## config.mk

```make
export PLATFORM = sky130hd
export DESIGN_NAME = score_display_mux
export DESIGN_NICKNAME = d
export VERILOG_FILES = /design/src/rtl/score_disp_pkg.sv /design/src/rtl/bin2bcd_seq.sv /design/src/rtl/segment_decoder.sv /design/src/rtl/score_display_mux.sv
export SDC_FILE = /design/constraint.sdc
export NUM_CORES = 1
export LEC_CHECK = 0
export CAP_MARGIN = 25
export CELL_PAD_IN_SITES_DETAIL_PLACEMENT = 0
export CELL_PAD_IN_SITES_GLOBAL_PLACEMENT = 1
export CORE_ASPECT_RATIO = 0.8
export CORE_MARGIN = 10
export CORE_UTILIZATION = 47
export CTS_CLUSTER_DIAMETER = 200
export CTS_CLUSTER_SIZE = 40
export DETAILED_ROUTE_END_ITERATION = 10
export GPL_TIMING_DRIVEN = 0
export PLACE_DENSITY_LB_ADDON = 0.1
export SLEW_MARGIN = 10
export SYNTH_ARGS = -nofsm -noshare
export SYNTH_HDL_FRONTEND = slang
export SYNTH_SLANG_ARGS = --single-unit
```

## constraint.sdc

```tcl
create_clock -name slw_clk -period 4.4 [get_ports slw_clk]
set_clock_uncertainty 0.05 [all_clocks]
set_input_delay 0.66 -clock slw_clk [delete_from_list [all_inputs] [get_ports slw_clk]]
set_output_delay 0.66 -clock slw_clk [all_outputs]
set_load 0.02 [all_outputs]
```

## src/rtl/score_disp_pkg.sv

```systemverilog
// Shared types and constants for the score display driver and its BCD converter.
package score_disp_pkg;

  localparam logic [6:0] SEG_BLANK = 7'b1111111;

  typedef logic [3:0] bcd_digit_t;

  typedef enum logic [1:0] {IDLE, SHIFT, COMMIT} conv_state_t;

  // 10^n as an elaboration-time constant for the decimal overflow threshold
  function automatic logic [63:0] pow10(input int unsigned n);
    logic [63:0] r;
    r = 64'd1;
    for (int unsigned i = 0; i < n; i++) begin
      r = r * 64'd10;
    end
    return r;
  endfunction

endpackage

```

## src/rtl/bin2bcd_seq.sv

```systemverilog
// Sequential double-dabble converter; the first iteration is folded into the start edge
// so a VALUE_W-bit value finishes VALUE_W edges after start, with done pulsing once.
module bin2bcd_seq
  import score_disp_pkg::*;
#(
  parameter int unsigned VALUE_W    = 16,
  parameter int unsigned NUM_DIGITS = 4
) (
  input  logic                    slw_clk,
  input  logic                    rst,
  input  logic                    start,
  input  logic [VALUE_W-1:0]      value,
  output logic                    done,
  output logic [4*NUM_DIGITS-1:0] bcd
);

  localparam int unsigned ACC_W = 4 * NUM_DIGITS;
  localparam int unsigned CNT_W = $clog2(VALUE_W + 1);

  logic [VALUE_W-1:0] sh_q, sh_d;
  logic [ACC_W-1:0]   acc_q, acc_d;
  logic [CNT_W-1:0]   cnt_q, cnt_d;
  logic               run_q, run_d;
  logic               done_q, done_d;
  logic [ACC_W-1:0]   adj_c;

  // Add-3 correction on every digit that is 5 or more
  for (genvar g = 0; g < NUM_DIGITS; g++) begin : g_adj
    bcd_digit_t d_c;
    assign d_c = acc_q[4*g +: 4];
    assign adj_c[4*g +: 4] = (d_c >= 4'd5) ? d_c + 4'd3 : d_c;
  end

  always_comb begin
    sh_d   = sh_q;
    acc_d  = acc_q;
    cnt_d  = cnt_q;
    run_d  = run_q;
    done_d = 1'b0;
    if (start) begin
      acc_d = ACC_W'(value[VALUE_W-1]);
      sh_d  = {value[VALUE_W-2:0], 1'b0};
      cnt_d = CNT_W'(1);
      run_d = 1'b1;
    end else if (run_q) begin
      acc_d = {adj_c[ACC_W-2:0], sh_q[VALUE_W-1]};
      sh_d  = {sh_q[VALUE_W-2:0], 1'b0};
      cnt_d = cnt_q + CNT_W'(1);
      if (cnt_q == CNT_W'(VALUE_W - 1)) begin
        run_d  = 1'b0;
        done_d = 1'b1;
      end
    end
  end

  always_ff @(posedge slw_clk or posedge rst) begin
    if (rst) begin
      sh_q   <= '0;
      acc_q  <= '0;
      cnt_q  <= '0;
      run_q  <= 1'b0;
      done_q <= 1'b0;
    end else begin
      sh_q   <= sh_d;
      acc_q  <= acc_d;
      cnt_q  <= cnt_d;
      run_q  <= run_d;
      done_q <= done_d;
    end
  end

  assign done = done_q;
  assign bcd  = acc_q;

endmodule

```

## src/rtl/segment_decoder.sv

```systemverilog
// Hex nibble to active-low seven-segment pattern, bit order {g,f,e,d,c,b,a}.
module segment_decoder (
  input  logic [3:0] digit,
  output logic [6:0] seg_c
);

  always_comb begin
    seg_c = 7'b1111111;
    case (digit)
      4'h0: seg_c = 7'b1000000;
      4'h1: seg_c = 7'b1111001;
      4'h2: seg_c = 7'b0100100;
      4'h3: seg_c = 7'b0110000;
      4'h4: seg_c = 7'b0011001;
      4'h5: seg_c = 7'b0010010;
      4'h6: seg_c = 7'b0000010;
      4'h7: seg_c = 7'b1111000;
      4'h8: seg_c = 7'b0000000;
      4'h9: seg_c = 7'b0010000;
      4'hA: seg_c = 7'b0001000;
      4'hB: seg_c = 7'b0000011;
      4'hC: seg_c = 7'b1000110;
      4'hD: seg_c = 7'b0100001;
      4'hE: seg_c = 7'b0000110;
      4'hF: seg_c = 7'b0001110;
      default: seg_c = 7'b1111111;
    endcase
  end

endmodule

```

## src/rtl/score_display_mux.sv

```systemverilog
// Multiplexed N-digit seven-segment driver for game values with sequential BCD conversion,
// leading-zero blanking and overflow saturation. SCORE_DISP_HEX_EN adds a raw hex_mode path.
module score_display_mux
  import score_disp_pkg::*;
#(
  parameter int unsigned NUM_DIGITS  = 4,
  parameter int unsigned VALUE_W     = 16,
  parameter int unsigned REFRESH_DIV = 1
) (
  input  logic                  slw_clk,
  input  logic                  rst,
  input  logic [VALUE_W-1:0]    value,
  input  logic                  load,
  input  logic                  blank_lz,
`ifdef SCORE_DISP_HEX_EN
  input  logic                  hex_mode,
`endif
  output logic                  busy,
  output logic                  overflow,
  output logic [NUM_DIGITS-1:0] an_cntrl,
  output logic [6:0]            seg_cntrl
);

  localparam int unsigned ACC_W = 4 * NUM_DIGITS;
  localparam int unsigned IDX_W = (NUM_DIGITS > 1) ? $clog2(NUM_DIGITS) : 1;
  localparam int unsigned PRE_W = (REFRESH_DIV > 1) ? $clog2(REFRESH_DIV) : 1;
  localparam logic [63:0] OVF_THRESH = pow10(NUM_DIGITS);

  conv_state_t                 state_q, state_d;
  logic                        busy_q, busy_d;
  logic                        ovf_q, ovf_d;
  logic                        ovf_flag_q, ovf_flag_d;
  logic                        hex_q, hex_d;
  logic [ACC_W-1:0]            raw_q, raw_d;
  bcd_digit_t [NUM_DIGITS-1:0] digits_q, digits_d;
  logic                        pend_valid_q, pend_valid_d;
  logic [VALUE_W-1:0]          pend_value_q, pend_value_d;
  logic                        pend_hex_q, pend_hex_d;
  logic [IDX_W-1:0]            idx_q, idx_d;
  logic [PRE_W-1:0]            presc_q, presc_d;
  logic [NUM_DIGITS-1:0]       an_q, an_d;
  logic [6:0]                  seg_q, seg_d;

  logic                  hex_in_c, next_hex_c, take_c, start_c, bcd_done_c;
  logic [VALUE_W-1:0]    next_val_c;
  logic [63:0]           next_wide_c;
  logic [ACC_W-1:0]      bcd_c;
  logic [NUM_DIGITS-1:0] zero_c, lz_c;
  logic [6:0]            dec_seg_c;
  bcd_digit_t            cur_digit_c;

`ifdef SCORE_DISP_HEX_EN
  assign hex_in_c = hex_mode;
`else
  assign hex_in_c = 1'b0;
`endif

  // A load arriving in the same cycle beats the pending entry (latest wins)
  assign next_val_c  = load ? value : pend_value_q;
  assign next_hex_c  = load ? hex_in_c : pend_hex_q;
  assign next_wide_c = 64'(next_val_c);

  bin2bcd_seq #(
    .VALUE_W   (VALUE_W),
    .NUM_DIGITS(NUM_DIGITS)
  ) u_bin2bcd (
    .slw_clk(slw_clk),
    .rst    (rst),
    .start  (start_c),
    .value  (next_val_c),
    .done   (bcd_done_c),
    .bcd    (bcd_c)
  );

  always_comb begin
    state_d      = state_q;
    busy_d       = busy_q;
    ovf_d        = ovf_q;
    ovf_flag_d   = ovf_flag_q;
    hex_d        = hex_q;
    raw_d        = raw_q;
    digits_d     = digits_q;
    pend_valid_d = pend_valid_q;
    pend_value_d = pend_value_q;
    pend_hex_d   = pend_hex_q;
    take_c       = 1'b0;
    start_c      = 1'b0;
    case (state_q)
      IDLE: begin
        if (load) take_c = 1'b1;
      end
      SHIFT: begin
        if (load) begin
          pend_valid_d = 1'b1;
          pend_value_d = value;
          pend_hex_d   = hex_in_c;
        end
        if (bcd_done_c) state_d = COMMIT;
      end
      COMMIT: begin
        if (ovf_flag_q) digits_d = hex_q ? {NUM_DIGITS{4'hF}} : {NUM_DIGITS{4'h9}};
        else            digits_d = hex_q ? raw_q : bcd_c;
        ovf_d        = ovf_flag_q;
        pend_valid_d = 1'b0;
        if (load || pend_valid_q) begin
          take_c = 1'b1;
        end else begin
          state_d = IDLE;
          busy_d  = 1'b0;
        end
      end
      default: state_d = IDLE;
    endcase
    // Start a new conversion from the selected source
    if (take_c) begin
      busy_d     = 1'b1;
      hex_d      = next_hex_c;
      raw_d      = ACC_W'(next_val_c);
      ovf_flag_d = next_hex_c ? ((next_wide_c >> ACC_W) != 64'd0) : (next_wide_c >= OVF_THRESH);
      start_c    = !next_hex_c;
      state_d    = next_hex_c ? COMMIT : SHIFT;
    end
  end

  // Leading-zero map: a digit is blankable when it and every higher digit are zero
  for (genvar g = 0; g < NUM_DIGITS; g++) begin : g_lz
    assign zero_c[g] = (digits_q[g] == 4'd0);
    if (g == 0) begin : g_ones
      assign lz_c[g] = 1'b0;
    end else begin : g_upper
      assign lz_c[g] = &zero_c[NUM_DIGITS-1:g];
    end
  end

  assign cur_digit_c = digits_q[idx_q];

  segment_decoder u_seg_dec (
    .digit(cur_digit_c),
    .seg_c(dec_seg_c)
  );

  always_comb begin
    presc_d = presc_q + PRE_W'(1);
    idx_d   = idx_q;
    if (presc_q == PRE_W'(REFRESH_DIV - 1)) begin
      presc_d = '0;
      idx_d   = (idx_q == IDX_W'(NUM_DIGITS - 1)) ? '0 : idx_q + IDX_W'(1);
    end
    an_d  = ~(NUM_DIGITS'(1) << idx_q);
    seg_d = (blank_lz && lz_c[idx_q]) ? SEG_BLANK : dec_seg_c;
  end

  always_ff @(posedge slw_clk or posedge rst) begin
    if (rst) begin
      state_q      <= IDLE;
      busy_q       <= 1'b0;
      ovf_q        <= 1'b0;
      ovf_flag_q   <= 1'b0;
      hex_q        <= 1'b0;
      raw_q        <= '0;
      digits_q     <= '0;
      pend_valid_q <= 1'b0;
      pend_value_q <= '0;
      pend_hex_q   <= 1'b0;
      idx_q        <= '0;
      presc_q      <= '0;
      an_q         <= '1;
      seg_q        <= SEG_BLANK;
    end else begin
      state_q      <= state_d;
      busy_q       <= busy_d;
      ovf_q        <= ovf_d;
      ovf_flag_q   <= ovf_flag_d;
      hex_q        <= hex_d;
      raw_q        <= raw_d;
      digits_q     <= digits_d;
      pend_valid_q <= pend_valid_d;
      pend_value_q <= pend_value_d;
      pend_hex_q   <= pend_hex_d;
      idx_q        <= idx_d;
      presc_q      <= presc_d;
      an_q         <= an_d;
      seg_q        <= seg_d;
    end
  end

  assign busy      = busy_q;
  assign overflow  = ovf_q;
  assign an_cntrl  = an_q;
  assign seg_cntrl = seg_q;

endmodule

```

==> impl_metrics.json <==
{
  "routed_wl_um": 12200,
  "clock.fmax_mhz": 383,
  "grt_use_total_pct": 15.3,
  "synth_ff_type": "dfrtp_1",
  "slew_headroom_pct": 45.6,
  "whs_path_depth": 1,
  "core_um2": 11000,
  "route.detailed.drc": 0,
  "fin_crit_ns": 2.61,
  "netlist_instances": 516,
  "maxSlewViolCount": 0,
  "yosys.area_share.xor_xnor_pct": 1.14,
  "fin_total_pwr_mw": 4.01,
  "synth_edf_count": 0,
  "hold_start": "u_bin2bcd.done$_DFF_PP0_",
  "drive_gt1_share_pct": 12.2,
  "cts-buffers-inserted": 9,
  "cts.clk_slew.worst_paths_ns": 0.07,
  "hold_viol": 0,
  "worst_slew_pin_slew_ns": 0.815,
  "cts_buffer_depth": 2,
  "synth_top_family_by_area": "compound AO/OA/AOI/OAI gates",
  "hold_buffers": 0,
  "multiInputGateArea_um2": 2420,
  "rsz0062_at_grt": "no",
  "reg2reg_depth": 8,
  "end_kind": "flop",
  "antenna_found_initial": 0,
  "synth-compound-area-share_pct": 14.2,
  "synth-async-reset-ratio_pct": 100,
  "via_per_inst": 5.46,
  "io_buffers": 31,
  "status": "finished, final reports clean",
  "synth_area_per_cell_um2": 10.4,
  "dr.pass1.iters": 4,
  "dp_cells": 692,
  "finalSetupTns_ns": 0,
  "vias": 3868,
  "grt_max_degree": 83,
  "startpoint_type": "flop",
  "wl_per_cell_um": 17.2,
  "setup_viol": 0,
  "synth_area_um2": 5360,
  "ir_worst_vdd_mv": 0.295,
  "grt.overflow.total": 0,
  "grt_first_pass_wirelength_um": 20100,
  "clkLatencyLatePin_ns": 0.35,
  "diodes": 0,
  "synth-warning-count": 0,
  "syn_to_final_growth_pct": 15.5,
  "synth_seq_area_share_pct": 50.2,
  "dp_hpwl_um": 9030,
  "htreeDepth": 3,
  "final_cells": 708,
  "grt_pass1_vias": 3825,
  "synthAdderAreaFrac_pct": 4.67,
  "ios": 33,
  "synth_fp_nets": 556,
  "drtIter0Drc": 233,
  "powerDensity_nw_per_um2": 648,
  "die_w_um": 139,
  "drv_cap": 0,
  "reg2reg_from": "idx_q[0]$_DFF_PP0_",
  "cts_setup_buffers": 0,
  "worstPathRequired_ns": 4.60,
  "die-area_um2": 16100,
  "holdPathEnd": "state_q[0]$_DFFE_PP0P_",
  "gp_congestion": 0.802,
  "cts-root-buf": "clkbuf_16",
  "postLayoutCoreUtil_pct": 56.2,
  "ff_latch_area_um2": 2690,
  "die_y_um": 115,
  "fin_crit_sh_pct": 59.4,
  "synth_mux_area_share_pct": 12.9,
  "start_util_pct": 48.6,
  "cp_max_fo": 8,
  "arrival_ns": 2.82,
  "r2r-end": "seg_cntrl[0]$_DFF_PP1_",
  "p_leak_nw": 2.77,
  "detail-route-antenna-nets": 0,
  "hp-class": "flop to flop",
  "synth_cell_types": 46,
  "critPathKind": "flop to flop",
  "rrSetupSlack_ns": 1.79,
  "num_rows": 34,
  "fin_nets": 599,
  "cts_tree": "done",
  "synth-simple-area-share_pct": 12.3,
  "nFillCells": 974,
  "cts_resized": 0,
  "synth-seq-cells": 107,
  "cts_num_sinks": 107
}
## per-layer routing
metal  part of all wire, %  wire length [um]  global-route usage [%]  vias to the layer above
li1                      -                 -                       -                     1893
met3                   4.1               502                    3.43                       11
met2                    44              5380                    22.8                       61
met1                    51              6160                    22.2                     1903
met4                  0.99               120                    3.75                        0
met5                     0                 0                       0                        -
## cell usage after synthesis, drive strengths merged (7+ instances only)
library cell	count	area (um2)
nand2	29	109
nor2	59	224
nor2b	16	100
a211oi	24	180
dfstp	11	289
buf	16	109
mux2	19	218
nand3	7	35.0
clkbuf	14	52.6
o21ai	30	150
inv	22	82.6
a21oi	56	280
mux2i	42	420
ha	20	250
dfrtp	96	2400
## where the power goes
group / internal [mW] / switching (mW) / total, mW
registers: 1.37 / 0.268 / 1.63
clock network: 0.453 / 0.384 / 0.837
logic: 0.698 / 0.841 / 1.54
total: 2.52 / 1.49 / 4.01
## cells in the final DEF, fill, tap and decap left out, drive strengths merged, types with 2 or more instances in the layout
cell           Yosys  layout
a21oi             56      56
and2               4       4
mux2              19      19
o221ai             3       3
buf               16      17
o22ai              2       2
a211oi            24      24
nand2b             6       6
nor2              59      59
nor2b             16      16
o211ai             2       2
nand2             29      29
xnor2              5       5
and3               2       2
nor3b              4       4
o21bai             2       2
nor4               4       4
clkbuf            14      23
mux4               2       2
nand4              2       2
xor2               2       2
nor3               4       4
mux2i             42      42
dfstp             11      11
ha                20      20
dfrtp             96      96
clkdlybuf4s50      0      31
nand3              7       7
inv               22      26
o21ai             30      30
## registers in the layout, summed over array words and instances, names as in the netlist, 2 cells and up
signal and count:
u_bin2bcd.sh_q 15, u_bin2bcd.cnt_q 5, state_q 2, u_bin2bcd.bcd 16, seg_cntrl 7, idx_q 2
raw_q 16, pend_value_q 16, an_cntrl 4, digits_q 16
## metrics by stage
| step | hold slack (ns) | worst slack (ns) | instance area (um2) |
|---|---|---|---|
| 3_5_place_dp | 0.407 | 1.82 | 5880 |
| 5_1_grt | 0.472 | 1.62 | 6190 |
| 6_report | 0.416 | 1.79 | 6190 |
| 3_3_place_gp | 0.399 | -0.759 | 5850 |
| 4_1_cts | 0.416 | 1.78 | 6190 |
| 2_1_floorplan | 0.385 | 0.891 | 5360 |
## area by class of cell
cell class,count,area share (%)
Sequential cell,107,43.5
Multi-Input combinational cell,357,39.1
Inverter,22,1.41
Timing Repair Buffer,32,5.46
Tap cell,144,2.91
Clock buffer,9,3.64
Buffer,30,2.61
Clock inverter,7,1.35
## kinds of logic (layout without fill, tap and decap cells)
logic type	after synthesis	count (layout)
muxes	63	63
adders and majority gates	20	20
and+or+nand+nor	140	140
AOI/OAI and AO/OA	127	127
DFF	107	107
xor gates and xnor gates	7	7
buffers and inverters	52	100
## worst max-delay path: stages, from the launching register on
cell	delay, ns
dfrtp_1	0.54
mux4_1	0.73
inv_1	0.15
ha_1	0.15
clkbuf_1	0.29
mux2i_1	0.13
a21oi_1	0.16
a21oi_1	0.08
o21ai_0	0.23
## worst max-delay path by stage
stage	from	end	cells past startpoint
2_1_floorplan	rst	busy$_DFFE_PP0P_	1
5_1_grt	idx_q[0]$_DFF_PP0_	seg_cntrl[0]$_DFF_PP1_	8
6_report	idx_q[0]$_DFF_PP0_	seg_cntrl[0]$_DFF_PP1_	8
3_3_place_gp	rst	u_bin2bcd.bcd[7]$_DFFE_PP0P_	2
3_5_place_dp	idx_q[0]$_DFF_PP0_	seg_cntrl[0]$_DFF_PP1_	8
4_1_cts	idx_q[0]$_DFF_PP0_	seg_cntrl[0]$_DFF_PP1_	8
(Power assumes the default switching activity.)
